<file path="config.mk">
export PLATFORM = sky130hd
export DESIGN_NAME = pe_array_feeder
export DESIGN_NICKNAME = d
export VERILOG_FILES = /design/src/rtl/pe_array_pkg.sv /design/src/rtl/pe_feed_addr_gen.sv /design/src/rtl/pe_array_feeder.sv
export SDC_FILE = /design/constraint.sdc
export NUM_CORES = 1
export LEC_CHECK = 0
export CAP_MARGIN = 20
export CORE_MARGIN = 5
export CORE_UTILIZATION = 43
export CTS_BUF_LIST = sky130_fd_sc_hd__clkbuf_8 sky130_fd_sc_hd__clkbuf_16
export DETAILED_ROUTE_END_ITERATION = 8
export PLACE_DENSITY = 0.93
export SYNTH_ARGS = -nofsm -noshare
export SYNTH_HDL_FRONTEND = slang
export SYNTH_SLANG_ARGS = --single-unit
export TNS_END_PERCENT = 50
</file>
<file path="constraint.sdc">
create_clock -name clk_in -period 3.9 [get_ports clk_in]
set_input_delay 0.39 -clock clk_in [delete_from_list [all_inputs] [get_ports clk_in]]
set_output_delay 0.39 -clock clk_in [all_outputs]
set_load 0.02 [all_outputs]
</file>
<file path="src/rtl/pe_array_pkg.sv">
// Shared defaults, feeder FSM state type and a width helper for the PE_array input-stream feeder.
package pe_array_pkg;

    localparam int DEF_DATA_W     = 27;
    localparam int PSUM_W         = 32;
    localparam int DEF_ROW_LENGTH = 11;
    localparam int DEF_O_CH       = 8;
    localparam int DEF_K          = 10;
    localparam int DEF_DRAIN      = 3;

    typedef enum logic [2:0] {
        ST_IDLE,
        ST_FETCH,
        ST_STREAM,
        ST_DRAIN,
        ST_RESULT
    } feeder_state_t;

    // Degenerate sizes (one entry) still need a 1-bit counter or address.
    function automatic int clog2_min1(input int n);
        return (n > 1) ? $clog2(n) : 1;
    endfunction

endpackage

</file>
<file path="src/rtl/pe_feed_addr_gen.sv">
// Walks slot/group counters and issues one SRAM read per cycle: O_CH weight reads, then one activation read per group.
module pe_feed_addr_gen
    import pe_array_pkg::*;
#(
    parameter int O_CH   = DEF_O_CH,
    parameter int GROUPS = DEF_ROW_LENGTH * DEF_K,
    parameter int WA_W   = clog2_min1(DEF_O_CH * DEF_ROW_LENGTH * DEF_K),
    parameter int AA_W   = clog2_min1(DEF_ROW_LENGTH * DEF_K)
) (
    input  logic            clk_in,
    input  logic            rst_in,
    input  logic            kick,
    output logic            w_rd_en,
    output logic [WA_W-1:0] w_rd_addr,
    output logic            a_rd_en,
    output logic [AA_W-1:0] a_rd_addr,
    output logic            last
);

    localparam int SW = clog2_min1(O_CH + 1);
    localparam int GW = clog2_min1(GROUPS);

    logic          running;
    logic [SW-1:0] slot;
    logic [GW-1:0] group;
    logic          at_act;

    always_comb begin
        at_act    = (slot == SW'(O_CH));
        last      = running && at_act && (group == GW'(GROUPS - 1));
        w_rd_en   = running && !at_act;
        a_rd_en   = running && at_act;
        w_rd_addr = w_rd_en ? (WA_W'(group) * WA_W'(O_CH) + WA_W'(slot)) : '0;
        a_rd_addr = a_rd_en ? AA_W'(group) : '0;
    end

    always_ff @(posedge clk_in) begin
        if (rst_in) begin
            running <= 1'b0;
            slot    <= '0;
            group   <= '0;
        end else if (kick) begin
            running <= 1'b1;
            slot    <= '0;
            group   <= '0;
        end else if (running) begin
            if (last) begin
                running <= 1'b0;
                slot    <= '0;
                group   <= '0;
            end else if (at_act) begin
                slot    <= '0;
                group   <= group + 1'b1;
            end else begin
                slot    <= slot + 1'b1;
            end
        end
    end

endmodule

</file>
<file path="src/rtl/pe_array_feeder.sv">
// Streams interleaved weight/activation words into PE_array, waits for the pipeline drain, then opens the psum window.
module pe_array_feeder
    import pe_array_pkg::*;
#(
    parameter int K          = DEF_K,
    parameter int ROW_LENGTH = DEF_ROW_LENGTH,
    parameter int O_CH       = DEF_O_CH,
    parameter int DATA_W     = DEF_DATA_W,
    parameter int DRAIN      = DEF_DRAIN,
    localparam int GROUPS    = ROW_LENGTH * K,
    localparam int WA_W      = clog2_min1(O_CH * GROUPS),
    localparam int AA_W      = clog2_min1(GROUPS),
    localparam int PI_W      = clog2_min1(O_CH)
) (
    input  logic              clk_in,
    input  logic              rst_in,
    input  logic              start,
    output logic              busy,
    output logic              done,
    output logic              w_rd_en,
    output logic [WA_W-1:0]   w_rd_addr,
    input  logic [DATA_W-1:0] w_rd_data,
    output logic              a_rd_en,
    output logic [AA_W-1:0]   a_rd_addr,
    input  logic [DATA_W-1:0] a_rd_data,
    output logic [DATA_W-1:0] data_out,
    output logic              data_out_valid,
    output logic              psum_valid,
    output logic [PI_W-1:0]   psum_idx,
    output feeder_state_t     fsm_state
);

    localparam int DC_W = clog2_min1(DRAIN);

    feeder_state_t   state, state_next;
    logic            kick;
    logic            issue_last;
    logic            p1_valid, p1_act, p1_last;
    logic            out_last;
    logic [DC_W-1:0] drain_cnt;
    logic [PI_W-1:0] res_cnt;

    pe_feed_addr_gen #(
        .O_CH   (O_CH),
        .GROUPS (GROUPS),
        .WA_W   (WA_W),
        .AA_W   (AA_W)
    ) u_addr_gen (
        .clk_in    (clk_in),
        .rst_in    (rst_in),
        .kick      (kick),
        .w_rd_en   (w_rd_en),
        .w_rd_addr (w_rd_addr),
        .a_rd_en   (a_rd_en),
        .a_rd_addr (a_rd_addr),
        .last      (issue_last)
    );

    always_comb begin
        state_next = state;
        kick       = 1'b0;
        case (state)
            ST_IDLE: begin
                if (start) begin
                    state_next = ST_FETCH;
                    kick       = 1'b1;
                end
            end
            ST_FETCH:  state_next = ST_STREAM;
            ST_STREAM: if (data_out_valid && out_last) state_next = ST_DRAIN;
            ST_DRAIN:  if (drain_cnt == DC_W'(DRAIN - 1)) state_next = ST_RESULT;
            ST_RESULT: if (res_cnt == PI_W'(O_CH - 1)) state_next = ST_IDLE;
            default:   state_next = ST_IDLE;
        endcase
    end

    // Read data arrives one cycle after the enable; the pipe tags which SRAM to pick and where the stream ends.
    always_ff @(posedge clk_in) begin
        if (rst_in) begin
            state          <= ST_IDLE;
            p1_valid       <= 1'b0;
            p1_act         <= 1'b0;
            p1_last        <= 1'b0;
            data_out       <= '0;
            data_out_valid <= 1'b0;
            out_last       <= 1'b0;
            drain_cnt      <= '0;
            res_cnt        <= '0;
            done           <= 1'b0;
        end else begin
            state          <= state_next;
            p1_valid       <= w_rd_en | a_rd_en;
            p1_act         <= a_rd_en;
            p1_last        <= issue_last;
            data_out       <= !p1_valid ? '0 : (p1_act ? a_rd_data : w_rd_data);
            data_out_valid <= p1_valid;
            out_last       <= p1_last;
            drain_cnt      <= (state == ST_DRAIN && state_next == ST_DRAIN) ? drain_cnt + 1'b1 : '0;
            res_cnt        <= (state == ST_RESULT && state_next == ST_RESULT) ? res_cnt + 1'b1 : '0;
            done           <= (state == ST_RESULT) && (state_next == ST_IDLE);
        end
    end

    always_comb begin
        busy       = (state != ST_IDLE);
        psum_valid = (state == ST_RESULT);
        psum_idx   = psum_valid ? res_cnt : '0;
        fsm_state  = state;
    end

endmodule

</file>
==> impl_results.md <==
- Status: completed
- Layout area overhead: 55.0%
- Number of synthesized flops with an enable pin: 0
- Mapped Area: 2290 µm²
- Mean post-synth cell area: 9.42 µm²
- WS Path Type: flip-flop to output pin
- Vias per inst: 4.87
- Hold Crit Class: flip-flop to flip-flop
- Post-route setup slack: around 1.3 ns
- Num CTS Buffers: 5
- Max-slew headroom: 0.339
- Gr ovfl total: 0
- Antenna diode count: 0
- RSZ-0062 raised after global routing: false
- VDD IR max: ~0.17 mV
- TNS Setup: 0 ns
- Power per cell area: 295 nW/µm²
- Post-layout minimum cycle time: about 2.6 ns
- CTS tree: yes
- Slowest-stage cell, CP: clkdlybuf4s50_1
- Sink Count: between 50 and 60
- CP Cell Sequence: inv_1, ha_1, nand2_1, o21ai_2, inv_2, and2_1, clkdlybuf4s50_1
- H-tree depth: 2
- Cell variety after synth: 43
- Power, Total: ~1.0 mW
- # resized after CTS: 0
- Starting DRT DRC Count: 33
- Nets: about 420
- Critical Path End Type: output pin
- DRT Wirelength: approximately 6000 µm
- Crit-path max FO: 9
- MaxCap Viol Count: 0
- Post-Place Worst Slack: approximately 1.6 ns
- Die area: approximately 7000 µm²
- DR WL/cell: between 10 and 15 µm
- Dominant synthesized flop cell: dfxtp_1
- Fillers: between 400 and 500
- Worst skew pair latency: 0.30 ns
- Post-route cell area: ~3500 µm²
- Total GRT Usage: 0.177
- Yosys warns: 0
- Post-route ant nets: 0
- Clock skew: roughly 0.0019 ns
- Routability cong.: between 0.8 and 0.9
- PortBufs: ~110
- Worst-Margin Slew: 0.992 ns
- Chip height: between 80 and 90 µm
- Vias in the first global route: around 2000
- Initial antenna violation count: 0
- Lkg Pwr: 1.31 nW
- I/O pins: about 110
- Post-Route M1 WL: about 2400 µm
- Synth Instances: about 240
- Hold Vio Cnt, Final: 0
- Share of cells above drive strength 1: 0.0513
- Crit start category: flip-flop
- DRC: 0
- CP max stage delay: ~0.53 ns
- Final Util: 0.691
- Vias: around 2000
- Reg clk slew, reported paths: around 0.090 ns
- Sequential share of the synthesized area: 0.463
- F_max: ~0.39 GHz
- Max Buffers Root-to-Sink: 2
- Placed inst area: approximately 3400 µm²
- DR WL met2: around 3000 µm
- Final setup viols: 0
- Root Driver: clkbuf_8
- Final cycle utilization of the critical path: 0.666
- Rows: 26
- Pin count of the biggest net entering global routing: 29
- Syn Nets: 309
- DIE WIDTH: a little over 80 µm
- First-pass GRT wire length: about 10000 µm
- Initial Util: 0.445
- Worst path required time: ~3.5 ns
- Setup bufs post-CTS: 0
- Synth async-reset ratio: 0
- Post-CTS Hold Buffers: 0
- Arrival @ worst endpoint: ~2.2 ns
- Post-DP HPWL: ~4700 µm
- Synthesis-stage register bit count: 53
- Setup slack, reg-to-reg: around 2.2 ns
- Routed wl met3: 359 µm
- Fin. max-slew vios: 0
- DRT Pass-1 Iters: 4
- Core outline area: just over 5000 µm²
- Highest routed metal layer: met4
-- cells in the final DEF, fill, tap and decap left out, drive strengths merged --
cell,instances
clkdlybuf4s50,112
dfxtp,53
nor2,45
mux2i,28
nand2,13
and2,13
a21oi,10
ha,9
inv,9
xor2,6
clkbuf,5
o21ai,5
and3,4
nand3,4
or3,4
nor3b,4
nor3,3
nor2b,2
nand4,2
and4b,2
nor4b,2
nand4b,1
xnor2,1
and4,1
nand2b,1
o22a,1
or4,1
a31oi,1
or2,1
a211oi,1
a21boi,1
nor4,1
a21o,1
mux2,1
bufinv,1
clkinv,1
buf,1
-- through the flow --
| step | instances | hold slack (ns) |
|---|---|---|
| after floorplan | 243 | 0.391 |
| after global placement | 414 | 0.398 |
| after detailed placement | 414 | 0.406 |
| after CTS | 421 | 0.419 |
| after global routing | 421 | 0.433 |
| final | 421 | 0.414 |
-- area by class of cell --
class,count,area [µm²],area share
multi-input cells,169,1130,0.320
repair buffers,113,1130,0.318
flip-flops and latches,53,1060,0.299
well taps,70,87.6,0.0247
clock buffers,5,68.8,0.0194
clock inverters,2,35.0,0.00987
inverters,9,33.8,0.00952
-- cell usage after synthesis (all sizes together), types with 2 or more instances --
cell type   n  area share
nand4       2      0.0055
clkbuf      3      0.0049
nor4b       2       0.010
or3         4       0.011
nor2b       2      0.0055
nor3b       4       0.013
mux2i      28        0.12
nor2       45       0.074
o21ai       5       0.013
inv         9       0.015
and2       13       0.037
nand2      13       0.021
and3        4       0.011
dfxtp      53        0.46
nor3        3      0.0066
buf         9       0.021
ha          9       0.049
a21oi      10       0.023
and4b       2       0.010
nand3       4      0.0087
xor2        6       0.023
-- critical path: cells and delay by family, from the launching register on --
family	cells	cell delay [ns]
fa+ha+maj	1	0.24
flops	1	0.34
buf+inv	3	0.71
compound gates	1	0.34
simple gates	2	0.27
-- state kept, by name, summed over array words and instances, names as in the netlist --
register            flops
done                    1
out_last                1
drain_cnt               2
data_out_valid          1
u_addr_gen.group        7
res_cnt                 3
fsm_state               3
p1_act                  1
data_out               27
p1_valid                1
u_addr_gen.running      1
u_addr_gen.slot         4
p1_last                 1
-- final timing paths --
path                      start                  end  depth (start not counted)
max          u_addr_gen.slot[0]         w_rd_addr[4]                          7
min                drain_cnt[0]         drain_cnt[0]                          1
min reg2reg        drain_cnt[0]         drain_cnt[0]                          1
max reg2reg  u_addr_gen.slot[0]  u_addr_gen.group[4]                          7
-- report_power, final --
group          internal (mW)  leakage (nW)  total [mW]  switching (mW)
Sequential             0.552         0.429       0.561         0.00949
Clock                  0.187        0.0540       0.352           0.165
Combinational         0.0826         0.831       0.134          0.0515
-- cell families (layout without fill, tap and decap cells) --
family	count (synthesis)	in the layout	share of synthesized area
flops	53	53	0.463
compound gates	20	20	0.0525
fa+ha+maj	9	9	0.0492
simple gates	104	104	0.240
xor+xnor	7	7	0.0268
mux	29	29	0.127
buf+inv	21	129	0.0410
-- metal layers --
metal  up-vias  global-route usage
li1       1033                   -
met1       929               0.202
met2        71               0.308
met3        17              0.0505
met4         0              0.0713
met5         -                   0
No activity file was read; power rests on OpenSTA's default activity.
